### src/rtl/can_seq_pkg.sv
// can_seq_pkg
// Shared definitions for the Canakari register-write sequencer:
//   - command op encodings
//   - Canakari register addresses used by the sequences
//   - fixed trim frame (identifier, length, payload)
//   - sequencer state enum
package can_seq_pkg;

  typedef enum logic [1:0] {
    OP_INIT      = 2'd0,
    OP_TX        = 2'd1,
    OP_TRIM      = 2'd2,
    OP_BUS_RESET = 2'd3
  } op_t;

  localparam logic [4:0] ADDR_ACC_ID_LO   = 5'h04;
  localparam logic [4:0] ADDR_ACC_ID_HI   = 5'h05;
  localparam logic [4:0] ADDR_DATA_78     = 5'h07;
  localparam logic [4:0] ADDR_DATA_56     = 5'h08;
  localparam logic [4:0] ADDR_DATA_34     = 5'h09;
  localparam logic [4:0] ADDR_DATA_12     = 5'h0A;
  localparam logic [4:0] ADDR_TX_ID       = 5'h0C;
  localparam logic [4:0] ADDR_TRA_CTRL    = 5'h0D;
  localparam logic [4:0] ADDR_GEN         = 5'h0E;
  localparam logic [4:0] ADDR_PRESCALER   = 5'h0F;
  localparam logic [4:0] ADDR_ACC_MASK_LO = 5'h10;
  localparam logic [4:0] ADDR_ACC_MASK_HI = 5'h11;
  localparam logic [4:0] ADDR_IRQ_EN      = 5'h12;

  localparam logic [10:0] TRIM_ID   = 11'h555;
  localparam logic [3:0]  TRIM_DLC  = 4'd8;
  localparam logic [63:0] TRIM_DATA = 64'hAAAA_AAAA_AAAA_AAAA;

  typedef enum logic [2:0] {
    ST_IDLE,
    ST_WRITE,
    ST_GAP,
    ST_DONE,
    ST_ABORT
  } state_t;

endpackage

### src/rtl/can_seq_rom.sv
// can_seq_rom
// Combinational sequence table: maps (op, step index, latched frame fields)
// to the register write for that step and flags the final write.
// Ports:
//   op      in  op_t : latched command (TRIM arrives already as TX fields)
//   step    in  3    : 0-based write index within the sequence
//   tx_id   in  11   : latched standard identifier
//   tx_dlc  in  4    : latched payload length, already clamped to 0..8
//   tx_data in  64   : latched payload, byte1 in [63:56]
//   addr    out 5    : register address for this step
//   data    out 16   : register write data for this step
//   last    out 1    : this step is the final write of the sequence
module can_seq_rom
  import can_seq_pkg::*;
#(
  parameter logic [15:0] PRESCALER  = 16'h00FF,
  parameter logic [15:0] BIT_TIMING = 16'h00A3,
  parameter logic [28:0] ACC_MASK   = 29'h0,
  parameter logic [28:0] ACC_ID     = 29'h0,
  parameter logic [15:0] IRQ_EN     = 16'h8070,
  parameter logic [15:0] GEN_REG    = 16'h009C,
  parameter logic [15:0] TRA_CTRL   = 16'h8008
) (
  input  op_t         op,
  input  logic [2:0]  step,
  input  logic [10:0] tx_id,
  input  logic [3:0]  tx_dlc,
  input  logic [63:0] tx_data,
  output logic [4:0]  addr,
  output logic [15:0] data,
  output logic        last
);

  logic [2:0]  n_data;  // number of data-register writes, ceil(dlc/2)
  logic [1:0]  di;      // data-register index for steps 1..n_data
  logic [15:0] word;

  always_comb begin
    addr   = '0;
    data   = '0;
    last   = 1'b0;
    n_data = 3'((tx_dlc + 4'd1) >> 1);
    di     = 2'(step - 3'd1);
    // di=0 selects bytes 1/2 at [63:48], di=3 selects bytes 7/8 at [15:0]
    word   = tx_data[{~di, 4'b0000} +: 16];
    // odd length: the last data word carries one real byte, low half padded
    if (tx_dlc[0] && (step == n_data)) word[7:0] = 8'h00;

    case (op)
      OP_INIT: begin
        case (step)
          3'd0: begin addr = ADDR_PRESCALER;   data = PRESCALER;                end
          3'd1: begin addr = ADDR_GEN;         data = BIT_TIMING;               end
          3'd2: begin addr = ADDR_ACC_ID_HI;   data = ACC_ID[28:13];            end
          3'd3: begin addr = ADDR_ACC_ID_LO;   data = {ACC_ID[12:0], 3'b000};   end
          3'd4: begin addr = ADDR_ACC_MASK_HI; data = ACC_MASK[28:13];          end
          3'd5: begin addr = ADDR_ACC_MASK_LO; data = {ACC_MASK[12:0], 3'b000}; end
          default: begin addr = ADDR_IRQ_EN; data = IRQ_EN; last = 1'b1; end
        endcase
      end
      OP_BUS_RESET: begin
        if (step == 3'd0) begin
          addr = ADDR_GEN;
          data = GEN_REG;
        end else begin
          addr = ADDR_IRQ_EN;
          data = IRQ_EN;
          last = 1'b1;
        end
      end
      default: begin  // TX and TRIM share the frame layout
        if (step == 3'd0) begin
          addr = ADDR_TX_ID;
          data = {tx_id, 5'b00000};
        end else if (step <= n_data) begin
          addr = ADDR_DATA_12 - {3'b000, di};
          data = word;
        end else if (step == 3'(n_data + 3'd1)) begin
          addr = ADDR_GEN;
          data = GEN_REG;
        end else begin
          addr = ADDR_TRA_CTRL;
          data = TRA_CTRL;
          last = 1'b1;
        end
      end
    endcase
  end

endmodule

### src/rtl/can_reg_sequencer.sv
// can_reg_sequencer
// Accepts one command (init, transmit, trim, bus-reset) and issues its full
// ordered series of 16-bit Canakari register writes, each held until acked
// or aborted on timeout.
// Ports:
//   clk, rst (sync, active high)
//   cmd_valid/cmd_ready, cmd_op, tx_id, tx_dlc, tx_data : command handshake
//   reg_addr, reg_wdata, reg_wr, reg_wr_ack             : register port
//   busy, done (pulse), err (pulse on timeout)          : status
module can_reg_sequencer
  import can_seq_pkg::*;
#(
  parameter logic [15:0] PRESCALER   = 16'h00FF,
  parameter logic [15:0] BIT_TIMING  = 16'h00A3,
  parameter logic [28:0] ACC_MASK    = 29'h0,
  parameter logic [28:0] ACC_ID      = 29'h0,
  parameter logic [15:0] IRQ_EN      = 16'h8070,
  parameter logic [15:0] GEN_REG     = 16'h009C,
  parameter logic [15:0] TRA_CTRL    = 16'h8008,
  parameter int          ACK_TIMEOUT = 64
) (
  input  logic        clk,
  input  logic        rst,
  input  logic        cmd_valid,
  output logic        cmd_ready,
  input  logic [1:0]  cmd_op,
  input  logic [10:0] tx_id,
  input  logic [3:0]  tx_dlc,
  input  logic [63:0] tx_data,
  output logic [4:0]  reg_addr,
  output logic [15:0] reg_wdata,
  output logic        reg_wr,
  input  logic        reg_wr_ack,
  output logic        busy,
  output logic        done,
  output logic        err
);

  state_t      state_reg, state_next;
  logic [2:0]  step_reg, step_next;
  logic [15:0] tcnt_reg, tcnt_next;  // supports ACK_TIMEOUT up to 65536

  op_t         op_reg;
  logic [10:0] id_reg;
  logic [3:0]  dlc_reg;
  logic [63:0] data_reg;

  logic [4:0]  rom_addr;
  logic [15:0] rom_data;
  logic        rom_last;

  can_seq_rom #(
    .PRESCALER (PRESCALER),
    .BIT_TIMING(BIT_TIMING),
    .ACC_MASK  (ACC_MASK),
    .ACC_ID    (ACC_ID),
    .IRQ_EN    (IRQ_EN),
    .GEN_REG   (GEN_REG),
    .TRA_CTRL  (TRA_CTRL)
  ) u_rom (
    .op     (op_reg),
    .step   (step_reg),
    .tx_id  (id_reg),
    .tx_dlc (dlc_reg),
    .tx_data(data_reg),
    .addr   (rom_addr),
    .data   (rom_data),
    .last   (rom_last)
  );

  always_ff @(posedge clk) begin
    if (rst) begin
      state_reg <= ST_IDLE;
      step_reg  <= '0;
      tcnt_reg  <= '0;
      op_reg    <= OP_INIT;
      id_reg    <= '0;
      dlc_reg   <= '0;
      data_reg  <= '0;
    end else begin
      state_reg <= state_next;
      step_reg  <= step_next;
      tcnt_reg  <= tcnt_next;
      if (state_reg == ST_IDLE && cmd_valid) begin
        // TRIM is a TX with a fixed frame, so substitute it here once
        op_reg   <= op_t'(cmd_op);
        id_reg   <= (op_t'(cmd_op) == OP_TRIM) ? TRIM_ID : tx_id;
        dlc_reg  <= (op_t'(cmd_op) == OP_TRIM) ? TRIM_DLC
                  : ((tx_dlc > 4'd8) ? 4'd8 : tx_dlc);
        data_reg <= (op_t'(cmd_op) == OP_TRIM) ? TRIM_DATA : tx_data;
      end
    end
  end

  always_comb begin
    state_next = state_reg;
    step_next  = step_reg;
    tcnt_next  = tcnt_reg;
    case (state_reg)
      ST_IDLE: begin
        if (cmd_valid) begin
          state_next = ST_WRITE;
          step_next  = '0;
          tcnt_next  = '0;
        end
      end
      ST_WRITE: begin
        // an ack in the timeout cycle still completes the write
        if (reg_wr_ack) begin
          step_next  = step_reg + 3'd1;
          tcnt_next  = '0;
          // after the final write the DONE cycle itself serves as the gap
          state_next = rom_last ? ST_DONE : ST_GAP;
        end else if (tcnt_reg == 16'(ACK_TIMEOUT - 1)) begin
          state_next = ST_ABORT;
        end else begin
          tcnt_next = tcnt_reg + 16'd1;
        end
      end
      ST_GAP:   state_next = ST_WRITE;
      ST_DONE:  state_next = ST_IDLE;
      ST_ABORT: state_next = ST_IDLE;
      default:  state_next = ST_IDLE;
    endcase
  end

  // register port is driven only during WRITE so it reads as zero otherwise
  assign reg_wr    = (state_reg == ST_WRITE);
  assign reg_addr  = reg_wr ? rom_addr : '0;
  assign reg_wdata = reg_wr ? rom_data : '0;
  assign busy      = (state_reg != ST_IDLE);
  assign cmd_ready = !busy;
  assign done      = (state_reg == ST_DONE);
  assign err       = (state_reg == ST_ABORT);

endmodule
### config.mk
export PLATFORM = sky130hd
export DESIGN_NAME = can_reg_sequencer
export DESIGN_NICKNAME = d
export VERILOG_FILES = /design/src/rtl/can_seq_pkg.sv /design/src/rtl/can_seq_rom.sv /design/src/rtl/can_reg_sequencer.sv
export SDC_FILE = /design/constraint.sdc
export NUM_CORES = 1
export LEC_CHECK = 0
export ABC_AREA = 1
export CORE_AREA = 10 10 151 139
export CTS_BUF_LIST = sky130_fd_sc_hd__clkbuf_4
export DETAILED_ROUTE_END_ITERATION = 10
export DIE_AREA = 0 0 161 149
export HOLD_SLACK_MARGIN = 0.05
export SYNTH_ARGS = -nofsm -noshare
export SYNTH_HDL_FRONTEND = slang
export SYNTH_SLANG_ARGS = --single-unit
### constraint.sdc
create_clock -name clk -period 2.8 [get_ports clk]
set_input_delay 0.7 -clock clk [delete_from_list [all_inputs] [get_ports clk]]
set_output_delay 0.7 -clock clk [all_outputs]
set_load 0.03 [all_outputs]
==> results by group <==
Worst setup path
  • Critical Path Fanout Max: 5
  • Critical path launch point type: flip-flop
  • Critical Path Start: dlc_reg[1]
  • Worst EP arrival: 2.62 ns
  • CP required: 2.10 ns
  • RR Startpoint: dlc_reg[1]
  • R2r worst-path depth: 11
  • CP Class: flip-flop to output port
  • CP Capture Type: output port

Timing
  • Max_slew headroom: 0.523
  • Worst Skew: 0.0247 ns
  • Final Cycle Share: 1.18
  • Final Setup Violations: 20
  • Final WS setup: -0.515 ns
  • Worst slew pin tran: 0.714 ns
  • Final Max Tran Viols: 0
  • Setup TNS: -7.32 ns
  • Final hold violations: 0
  • RSZ-0062 raised after global routing: true
  • Max frequency: 302 MHz
  • Final worst path period need: 3.32 ns

Drt
  • Drt total wl: 18500 um
  • Pre-antenna DRT Iters: 5
  • Residual DRC: 0
  • Routed Antenna Nets: 0
  • Vias/cell: 4.87
  • Routed len/inst: 16.5 um
  • Via count: 5447
  • DR iter-0 viols: 358

Die
  • Die area: 24000 um2
  • Die Wd: 161 um
  • Die Y: 149 um
  • Initial core utilization: 0.294
  • Site Rows: 47
  • Num ports: 111
  • Core Box Area: 18000 um2

Synthesis
  • Post-Synthesis Cells: 734
  • Post-synth top area share: 0.390
  • Async S/R FF share, synth: 0
  • Mapped Area: 5280 um2
  • Top post-synthesis cells by area: dfxtp_1 (39%), nand2_1 (7.6%), a21oi_1 (6.9%)
  • Top cells by count, synth: nand2_1 (107), dfxtp_1 (103), nor2_1 (90)
  • Synth unique cells: 35
  • Ys flop type: dfxtp_1
  • Register area share after synthesis: 0.390
  • Number of synthesized flops with an enable pin: 0
  • Mean Syn Cell Area: 7.20 um2
  • Yosys reg bits: 103
  • Top-count cell post-synth: nand2_1
  • Syn_nets: 833
  • Dominant cell type by area after synthesis: dfxtp_1
  • YS warnings: 0

Place
  • Post-DP HPWL: 13400 um
  • Placer congestion estimate: 0.918
  • Port buffer count: 110

Power
  • Lkg Pwr: 2.88 nW
  • Power density over the cells: 458 nW/um2
  • Max IR drop VDD: 0.187 mV

Layout
  • FF/Latch Area: 2080 um2
  • Synthesis-to-layout area growth: 43.6%
  • Share of cells above drive strength 1: 0.232
  • Area taken by multi-input logic gates: 3170 um2
  • Fill cell count: 1836
  • Max FFs per register: 64
  • Layout net count: 965
  • Core Util, Final: 0.422

GRT
  • First-pass GRT wire length: 28800 um
  • Total GRT Usage: 0.148
  • Remaining global-route overflow: 0
  • Vias in the first global route: 5325
  • Initial antenna violation count: 2
  • Pin count of the biggest net entering global routing: 44

Flow run
  • Max cap viols: 0

Clock network
  • Root buffer cell: clkbuf_4
  • CTS clk-pin slew, worst paths: 0.17 ns
  • CTS tree: built
  • H-tree depth: 3
  • Clock latency at the later pin of the worst-skew pair: 0.50 ns
  • CTS Buf Count: 9
  • Clock sink total: 103
  • CTS Hold Bufs: 0
  • Clock Path Buffers: 2

Worst hold path
  • Hold path depth: 2
  • Hold_sp: data_reg[5]
  • Min-delay worst type: flip-flop to flip-flop

Outcome
  • Failing checks: negative setup slack
  • Status: finished, violations left
logic make-up after synthesis:
| logic type | share of synthesized area |
|---|---|
| fa+ha+maj | 0.0332 |
| compound gates | 0.249 |
| xor+xnor | 0.00497 |
| simple gates | 0.230 |
| buf+inv | 0.0926 |
| flops | 0.390 |
report_power, final:
| part | leakage, nW | internal (mW) | switching (mW) |
|---|---|---|---|
| Sequential | 0.850 | 1.56 | 0.0484 |
| Clock | 0.0663 | 0.192 | 0.554 |
| Combinational | 1.97 | 0.486 | 0.631 |
metal layers:
metal / vias up / share of wire / wire length, um / global-route usage
met1: 2487 / 0.49 / 8970 / 0.200
met5: - / 0 / 0 / 0
met4: 0 / 0.012 / 216 / 0.0377
met3: 15 / 0.051 / 937 / 0.0345
met2: 154 / 0.45 / 8330 / 0.233
li1: 2791 / - / - / -
worst max-delay path, stage by stage, from the launching register on:
cell,delay (ns)
dfxtp_4,0.40
ha_4,0.18
xnor2_4,0.14
ha_4,0.28
nand3b_1,0.10
nand2_2,0.10
nand2_4,0.08
buf_4,0.14
buf_6,0.12
o211ai_1,0.14
nand3_4,0.11
a21boi_4,0.19
buf_12,0.14
placed cells by master (no fill, tap or decap), types with 3 or more instances in the layout:
cell              n
nand2_4           5
dfxtp_1          97
o21ai_0          48
a22oi_1          21
buf_12            4
clkbuf_4          9
buf_4            43
o21ai_2           5
nand3_1          36
dfxtp_4           5
nor3_1           12
o21ai_1           4
nand2_1          87
nor2_1           84
nand4_1          20
nand3_2           5
a21oi_4           5
nand2_2          16
nor2_2            6
o211ai_1          3
nand3_4           3
o221a_2          21
ha_1              5
a21oi_2          12
clkdlybuf4s50_1  88
a211oi_1         25
inv_1            72
a21oi_1          57
buf_6            26
inv_2             6
ha_4              8
what timing repair did:
item	CTS	global route
setup endpoints to repair	21	21
gates resized for setup	53	90
pin swaps	15	28
setup buffers	4	7
cell type report:
| cell class | instances | area share |
|---|---|---|
| antenna | 2 | 0.000660 |
| clock buffer | 9 | 0.00891 |
| clock inverter | 7 | 0.00709 |
| inverter | 82 | 0.0422 |
| multi-input combinational | 508 | 0.418 |
| sequential | 103 | 0.274 |
| tap | 245 | 0.0404 |
| timing repair buffer | 162 | 0.208 |
worst paths after layout:
path,slack (ns),to
max,-0.52,reg_wdata[2]
min,0.47,data_reg[5]
max reg2reg,0.87,state_reg[0]
min reg2reg,0.47,data_reg[5]
metrics by stage:
step	setup WS (ns)	total power, mW	cells	hold WS [ns]	instance area (um2)
after floorplan	0.0119	2.16	734	0.430	5300
after global placement	-0.0655	2.58	1091	0.449	6840
after detailed placement	-0.101	2.58	1091	0.450	6840
after CTS	-0.511	3.38	1111	0.475	7180
after global routing	-0.643	3.66	1117	0.489	7580
final	-0.515	3.48	1118	0.470	7590
No activity file was read; power rests on OpenSTA's default activity.
